==> config.mk <==
export PLATFORM = sky130hd
export DESIGN_NAME = store_buffer
export DESIGN_NICKNAME = d
export VERILOG_FILES = /design/src/rtl/sb_pkg.sv /design/src/rtl/sb_lookup.sv /design/src/rtl/store_buffer.sv
export SDC_FILE = /design/constraint.sdc
export NUM_CORES = 1
export LEC_CHECK = 0
export CORE_ASPECT_RATIO = 1.5
export CORE_MARGIN = 2
export CORE_UTILIZATION = 45
export CTS_CLUSTER_DIAMETER = 50
export CTS_CLUSTER_SIZE = 28
export DETAILED_ROUTE_END_ITERATION = 7
export HOLD_SLACK_MARGIN = 0.05
export SLEW_MARGIN = 20
export SYNTH_ARGS = -nofsm -noshare
export SYNTH_HDL_FRONTEND = slang
export SYNTH_SLANG_ARGS = --single-unit
export TNS_END_PERCENT = 20
==> constraint.sdc <==
create_clock -name Clk -period 8.88 [get_ports Clk]
set_clock_uncertainty 0.15 [all_clocks]
set_input_delay 2.22 -clock Clk [delete_from_list [all_inputs] [get_ports Clk]]
set_output_delay 2.22 -clock Clk [all_outputs]
set_load 0.05 [all_outputs]
==> src/rtl/sb_pkg.sv <==
// rtl/sb_pkg.sv - shared width codes, entry type and byte-lane helpers for the store buffer
package sb_pkg;

    localparam logic [1:0] WORD = 2'b00;
    localparam logic [1:0] HALF = 2'b01;
    localparam logic [1:0] BYTE = 2'b10;

    typedef struct packed {
        logic        valid;
        logic [31:0] addr;
        logic [31:0] data;
        logic [1:0]  width;
        logic [31:0] pc;
        logic [3:0]  mask;
        logic [31:0] lane;
    } sb_entry_t;

    function automatic logic [3:0] byte_mask(input logic [1:0] addr, input logic [1:0] width);
        logic [3:0] m;
        case (width)
            WORD:    m = 4'b1111;
            HALF:    m = addr[1] ? 4'b1100 : 4'b0011;
            BYTE:    m = 4'b0001 << addr;
            default: m = 4'b0000;
        endcase
        return m;
    endfunction

    function automatic logic [31:0] mask_bits(input logic [3:0] m);
        return {{8{m[3]}}, {8{m[2]}}, {8{m[1]}}, {8{m[0]}}};
    endfunction

    // Replicated value is trimmed to the masked lanes so unused lanes hold zero.
    function automatic logic [31:0] lane_data(input logic [31:0] data, input logic [1:0] addr,
                                              input logic [1:0] width);
        logic [31:0] rep;
        case (width)
            WORD:    rep = data;
            HALF:    rep = {2{data[15:0]}};
            BYTE:    rep = {4{data[7:0]}};
            default: rep = 32'h0;
        endcase
        return rep & mask_bits(byte_mask(addr, width));
    endfunction

endpackage

==> src/rtl/sb_lookup.sv <==
// rtl/sb_lookup.sv - combinational youngest-wins byte merge of queued stores for a load lookup
module sb_lookup
    import sb_pkg::*;
#(
    parameter int DEPTH = 4,
    localparam int PTR_W = $clog2(DEPTH)
) (
    input  logic             ent_valid [DEPTH],
    input  logic [29:0]      ent_tag   [DEPTH],
    input  logic [3:0]       ent_mask  [DEPTH],
    input  logic [31:0]      ent_lane  [DEPTH],
    input  logic [PTR_W-1:0] head,
    input  logic             req,
    input  logic [31:0]      addr,
    input  logic [1:0]       width,
    output logic             hit,
    output logic             stall,
    output logic [31:0]      data
);

    logic [3:0]       req_mask;
    logic [3:0]       covered;
    logic [3:0]       covered_req;
    logic [31:0]      merged;
    logic [PTR_W-1:0] idx;

    // Walk oldest to youngest so later matches overwrite earlier ones per lane.
    always_comb begin
        req_mask    = byte_mask(addr[1:0], width);
        covered     = 4'b0;
        merged      = 32'h0;
        idx         = '0;
        for (int i = 0; i < DEPTH; i++) begin
            idx = head + PTR_W'(i);
            if (ent_valid[idx] && ent_tag[idx] == addr[31:2]) begin
                for (int l = 0; l < 4; l++) begin
                    if (ent_mask[idx][l]) begin
                        merged[8*l +: 8] = ent_lane[idx][8*l +: 8];
                        covered[l]       = 1'b1;
                    end
                end
            end
        end
        covered_req = covered & req_mask;
        hit   = req && (req_mask != 4'b0) && (covered_req == req_mask);
        stall = req && (covered_req != 4'b0) && (covered_req != req_mask);
        data  = hit ? (merged & mask_bits(req_mask)) : 32'h0;
    end

endmodule

==> src/rtl/store_buffer.sv <==
// rtl/store_buffer.sv - posted-store FIFO between MEM stage and data memory with load forwarding
module store_buffer
    import sb_pkg::*;
#(
    parameter int DEPTH = 4,
    localparam int PTR_W = $clog2(DEPTH),
    localparam int CNT_W = PTR_W + 1
) (
    input  logic             Clk,
    input  logic             Reset,
    input  logic             StReq,
    input  logic [31:0]      StAddr,
    input  logic [31:0]      StData,
    input  logic [1:0]       StWidth,
    input  logic [31:0]      StPC,
    output logic             StReady,
    input  logic             LdReq,
    input  logic [31:0]      LdAddr,
    input  logic [1:0]       LdWidth,
    output logic             LdHit,
    output logic             LdStall,
    output logic [31:0]      LdData,
    input  logic             DmBusy,
    output logic             DmWe,
    output logic [31:0]      DmAddr,
    output logic [31:0]      DmWD,
    output logic [1:0]       DmWidth,
    output logic [31:0]      DmPC,
    output logic [CNT_W-1:0] Count
);

    sb_entry_t        entries [DEPTH];
    logic [PTR_W-1:0] head;
    logic [PTR_W-1:0] tail;
    logic [CNT_W-1:0] count;
    logic             enq;
    logic             deq;
    logic             nonempty;

    logic             ent_valid [DEPTH];
    logic [29:0]      ent_tag   [DEPTH];
    logic [3:0]       ent_mask  [DEPTH];
    logic [31:0]      ent_lane  [DEPTH];

    // No bypass when full: a slot must already be free before the edge.
    assign StReady  = count < CNT_W'(DEPTH);
    assign nonempty = count != '0;
    assign enq      = StReq && StReady && (StWidth != 2'b11);
    assign deq      = nonempty && !DmBusy;

    assign DmWe    = deq;
    assign DmAddr  = nonempty ? entries[head].addr  : 32'h0;
    assign DmWD    = nonempty ? entries[head].data  : 32'h0;
    assign DmWidth = nonempty ? entries[head].width : 2'b00;
    assign DmPC    = nonempty ? entries[head].pc    : 32'h0;
    assign Count   = count;

    always_ff @(posedge Clk or negedge Reset) begin
        if (!Reset) begin
            for (int i = 0; i < DEPTH; i++) begin
                entries[i] <= '0;
            end
            head  <= '0;
            tail  <= '0;
            count <= '0;
        end else begin
            if (deq) begin
                entries[head].valid <= 1'b0;
                head                <= head + PTR_W'(1);
            end
            if (enq) begin
                entries[tail] <= '{valid: 1'b1,
                                   addr:  StAddr,
                                   data:  StData,
                                   width: StWidth,
                                   pc:    StPC,
                                   mask:  byte_mask(StAddr[1:0], StWidth),
                                   lane:  lane_data(StData, StAddr[1:0], StWidth)};
                tail          <= tail + PTR_W'(1);
            end
            case ({enq, deq})
                2'b10:   count <= count + CNT_W'(1);
                2'b01:   count <= count - CNT_W'(1);
                default: count <= count;
            endcase
        end
    end

    always_comb begin
        for (int i = 0; i < DEPTH; i++) begin
            ent_valid[i] = entries[i].valid;
            ent_tag[i]   = entries[i].addr[31:2];
            ent_mask[i]  = entries[i].mask;
            ent_lane[i]  = entries[i].lane;
        end
    end

    sb_lookup #(.DEPTH(DEPTH)) u_lookup (
        .ent_valid (ent_valid),
        .ent_tag   (ent_tag),
        .ent_mask  (ent_mask),
        .ent_lane  (ent_lane),
        .head      (head),
        .req       (LdReq),
        .addr      (LdAddr),
        .width     (LdWidth),
        .hit       (LdHit),
        .stall     (LdStall),
        .data      (LdData)
    );

endmodule

==> flow_summary_export.csv <==
group,metric,value,unit
run_status,outcome,"completed",
worst_setup_path,crit_path_end_kind,"output port",
clocking,clkTransAtPathRegs,80,ps
clocking,numCtsBuffers,53,
sta,slew_viol_final,0,
clocking,cts_resized,0,
route,postRouteWirelength,108,mm
route,dr_total_vias,23600,
worst_setup_path,crit_fanout,11,
worst_setup_path,start_kind,"primary input",
logic_synthesis,synth_warnings,0,
floorplan,rows,122,
sta,worst_slew_pin_slew,1100,ps
logic_synthesis,synth.distinct_cells,79,
clocking,postCtsSetupBuffers,0,
sta,hold_slack,329,ps
floorplan,io_pins,274,
worst_hold_path,hp-class,"reg -> reg",
sta,max_freq,115,MHz
sta,tns,0,ps
logic_synthesis,synth-main-ff-cell,"dfrtp_1",
layout,drive_gt1_share,35.1,%
global_routing,antenna_found_initial,6,
clocking,cts_sinks,547,
pwr,clkPwrFrac,13.8,%
logic_synthesis,synth-seq-area-share,41.0,%
global_routing,grt_start_max_net_pins,187,
floorplan,fp.dieW,226,um
logic_synthesis,ys_ff_latch,547,
clocking,cts-root-buf,"clkbuf_16",
logic_synthesis,async_reset_ff_share,100,%
floorplan,coreArea,73600,um2
global_routing,grt_pass1_vias,25100,
worst_setup_path,worstPathRequired,6510,ps
sta,post-route-min-period,8700,ps
pwr,internal-power,0.00972,W
clocking,hold_buffers,0,
pwr,p_sw_share,44.9,%
pwr,power_frac_comb,59.5,%
pwr,worst_ir_drop_vdd,0.323,mV
sta,hold_viol_final,0,
place,routabilityCongestion,0.966,
route,drcViolationCount,0,
logic_synthesis,synth_edf_count,0,
sta,slew_headroom,26.4,%
run,maxCapViolations,0,
layout,areaGrowthSynthToFinish,18.3,%
clocking,h-tree-depth,2,
logic_synthesis,synth_common_cells,"dfrtp_1 (547), mux2_2 (439), mux4_2 (280)",
layout,nets,2954,
logic_synthesis,yosysTopAreaCell,"dfrtp_1",
floorplan,die_area,76400,um2
logic_synthesis,syn_nets,2739,
pwr,seqPwrFrac,26.7,%
route,viasPerCell,6.12,
worst_setup_path,worstPathArrival,6330,ps
logic_synthesis,synth_area_per_cell,12.9,um2
logic_synthesis,synth_top_area_share,41.0,%
sta,finalSetupViolCount,0,
pwr,p_per_area,447,nW/um2
route,wl_per_cell,28.0,um
pwr,power_leakage,16.3,nW
pwr,p_switching,0.00791,W
sta,post-route-period-util,98.0,%
clocking,clkLatencyLatePin,640,ps
place,port_buffers,273,
global_routing,grt_first_pass_wirelength,162,mm
worst_setup_path,path_class,"in -> out",
sta,rsz0062_at_grt,"no",
logic_synthesis,synth_area_leaders,"dfrtp_1 (41%), mux4_2 (19%), mux2_2 (15%)",
clocking,cts_tree,"done",
floorplan,initial_core_util,45.4,%
logic_synthesis,yosys.cell_count.top_type,"dfrtp_1",
logic_synthesis,synth_area,33400,um2
route,first_pass_iters,5,
logic_synthesis,synthCells,2592,
worst_hold_path,hold_depth,2,
clocking,clockBufferDepth,3,
route,ant_nets,0,
route,drtIter0Drc,1322,
worst_setup_path,rr_worst_depth,5,
layout,final_util,53.7,%
place,dpl.hpwl,75.4,mm
floorplan,die_y,338,um
global_routing,overflow,0,
global_routing,grt_usage,28.6,%
worst max-delay path, cell delays in order:
cell and delay, ps:
clkdlybuf4s50_1 880, o2bb2ai_1 120, a22o_1 250, or4_4 500
nor4_4 540, o211ai_1 170, nor2_1 740, a221o_1 290
o211ai_1 120, a21boi_2 290, buf_12 170
placed cells by master, fill, tap and decap left out, types with 13 or more instances in the layout:
cell and n:
a211oi_1 13, a21oi_1 47, mux2_2 439, nand2_1 187
nor3_1 13, and2_1 14, buf_12 39, mux2i_1 129
nor2_1 48, xnor2_1 69, clkbuf_16 53, a221o_1 17
clkdlybuf4s50_1 237, inv_1 29, buf_4 96, or3_1 15
o21a_1 19, mux4_2 280, and3_1 15, o211ai_1 19
o21ai_0 140, nand4_1 15, nor2b_1 87, xor2_1 44
dfrtp_1 545, nand3_1 16
power groups by stage:
stage | Sequential [W] | Clock (W) | Combinational (W)
after floorplan | 0.00437 | 0 | 0.00762
after global placement | 0.00458 | 0 | 0.0104
after CTS | 0.00469 | 0.00250 | 0.0106
after detailed placement | 0.00473 | 0 | 0.0105
final | 0.00471 | 0.00244 | 0.0105
after global routing | 0.00488 | 0.00259 | 0.0110
cell families after synthesis:
logic type / share of synthesized area [%]
adders and majority gates: 0.397
DFF: 41.0
muxes: 37.6
and+or+nand+nor: 7.31
AOI/OAI and AO/OA: 7.27
xor gates and xnor gates: 2.96
buffers and inverters: 3.47
metrics by stage:
stage,worst slack [ps],instances,area (um2),total power (W)
5_1_grt,66.4,3846,39500,0.0185
2_1_floorplan,1060,2592,33400,0.0120
4_1_cts,275,3843,39500,0.0178
3_3_place_gp,313,3743,37600,0.0150
3_5_place_dp,302,3743,37600,0.0152
6_report,182,3846,39500,0.0176
final cells by class:
class / count / area, um2
Antenna cell: 2 / 5.00
Clock buffer: 61 / 1390
Clock inverter: 39 / 500
Fill cell: 6368 / 34100
Inverter: 30 / 113
Multi-Input combinational cell: 1800 / 18600
Sequential cell: 547 / 13700
Tap cell: 992 / 1240
Timing Repair Buffer: 375 / 3920
path summary, 6_finish.rpt:
path,start,end,slack [ps]
setup reg to reg,Count[2],ent_lane[27],5610
hold reg to reg,entries[213],entries[213],330
max in group asynchronous,Reset,ent_lane[75],5400
hold / removal,entries[213],entries[213],330
setup / recovery,LdAddr[5],LdData[23],180
min in group asynchronous,Reset,tail[0],1470
state kept, by name, summed over array words and instances (netlist names):
name / count
head: 2
ent_tag: 120
ent_lane: 128
ent_mask: 16
entries: 272
tail: 2
Count: 3
ent_valid: 4
per-layer routing:
| metal | global-route usage (%) | up-vias | routed length (um) |
|---|---|---|---|
| met1 | 32.0 | 12400 | 39000 |
| met2 | 51.3 | 749 | 56200 |
| met3 | 4.46 | 217 | 5280 |
| met5 | 0 | - | 41 |
| met4 | 17.0 | 6 | 7190 |
| li1 | - | 10200 | - |
(Power assumes the default switching activity.)
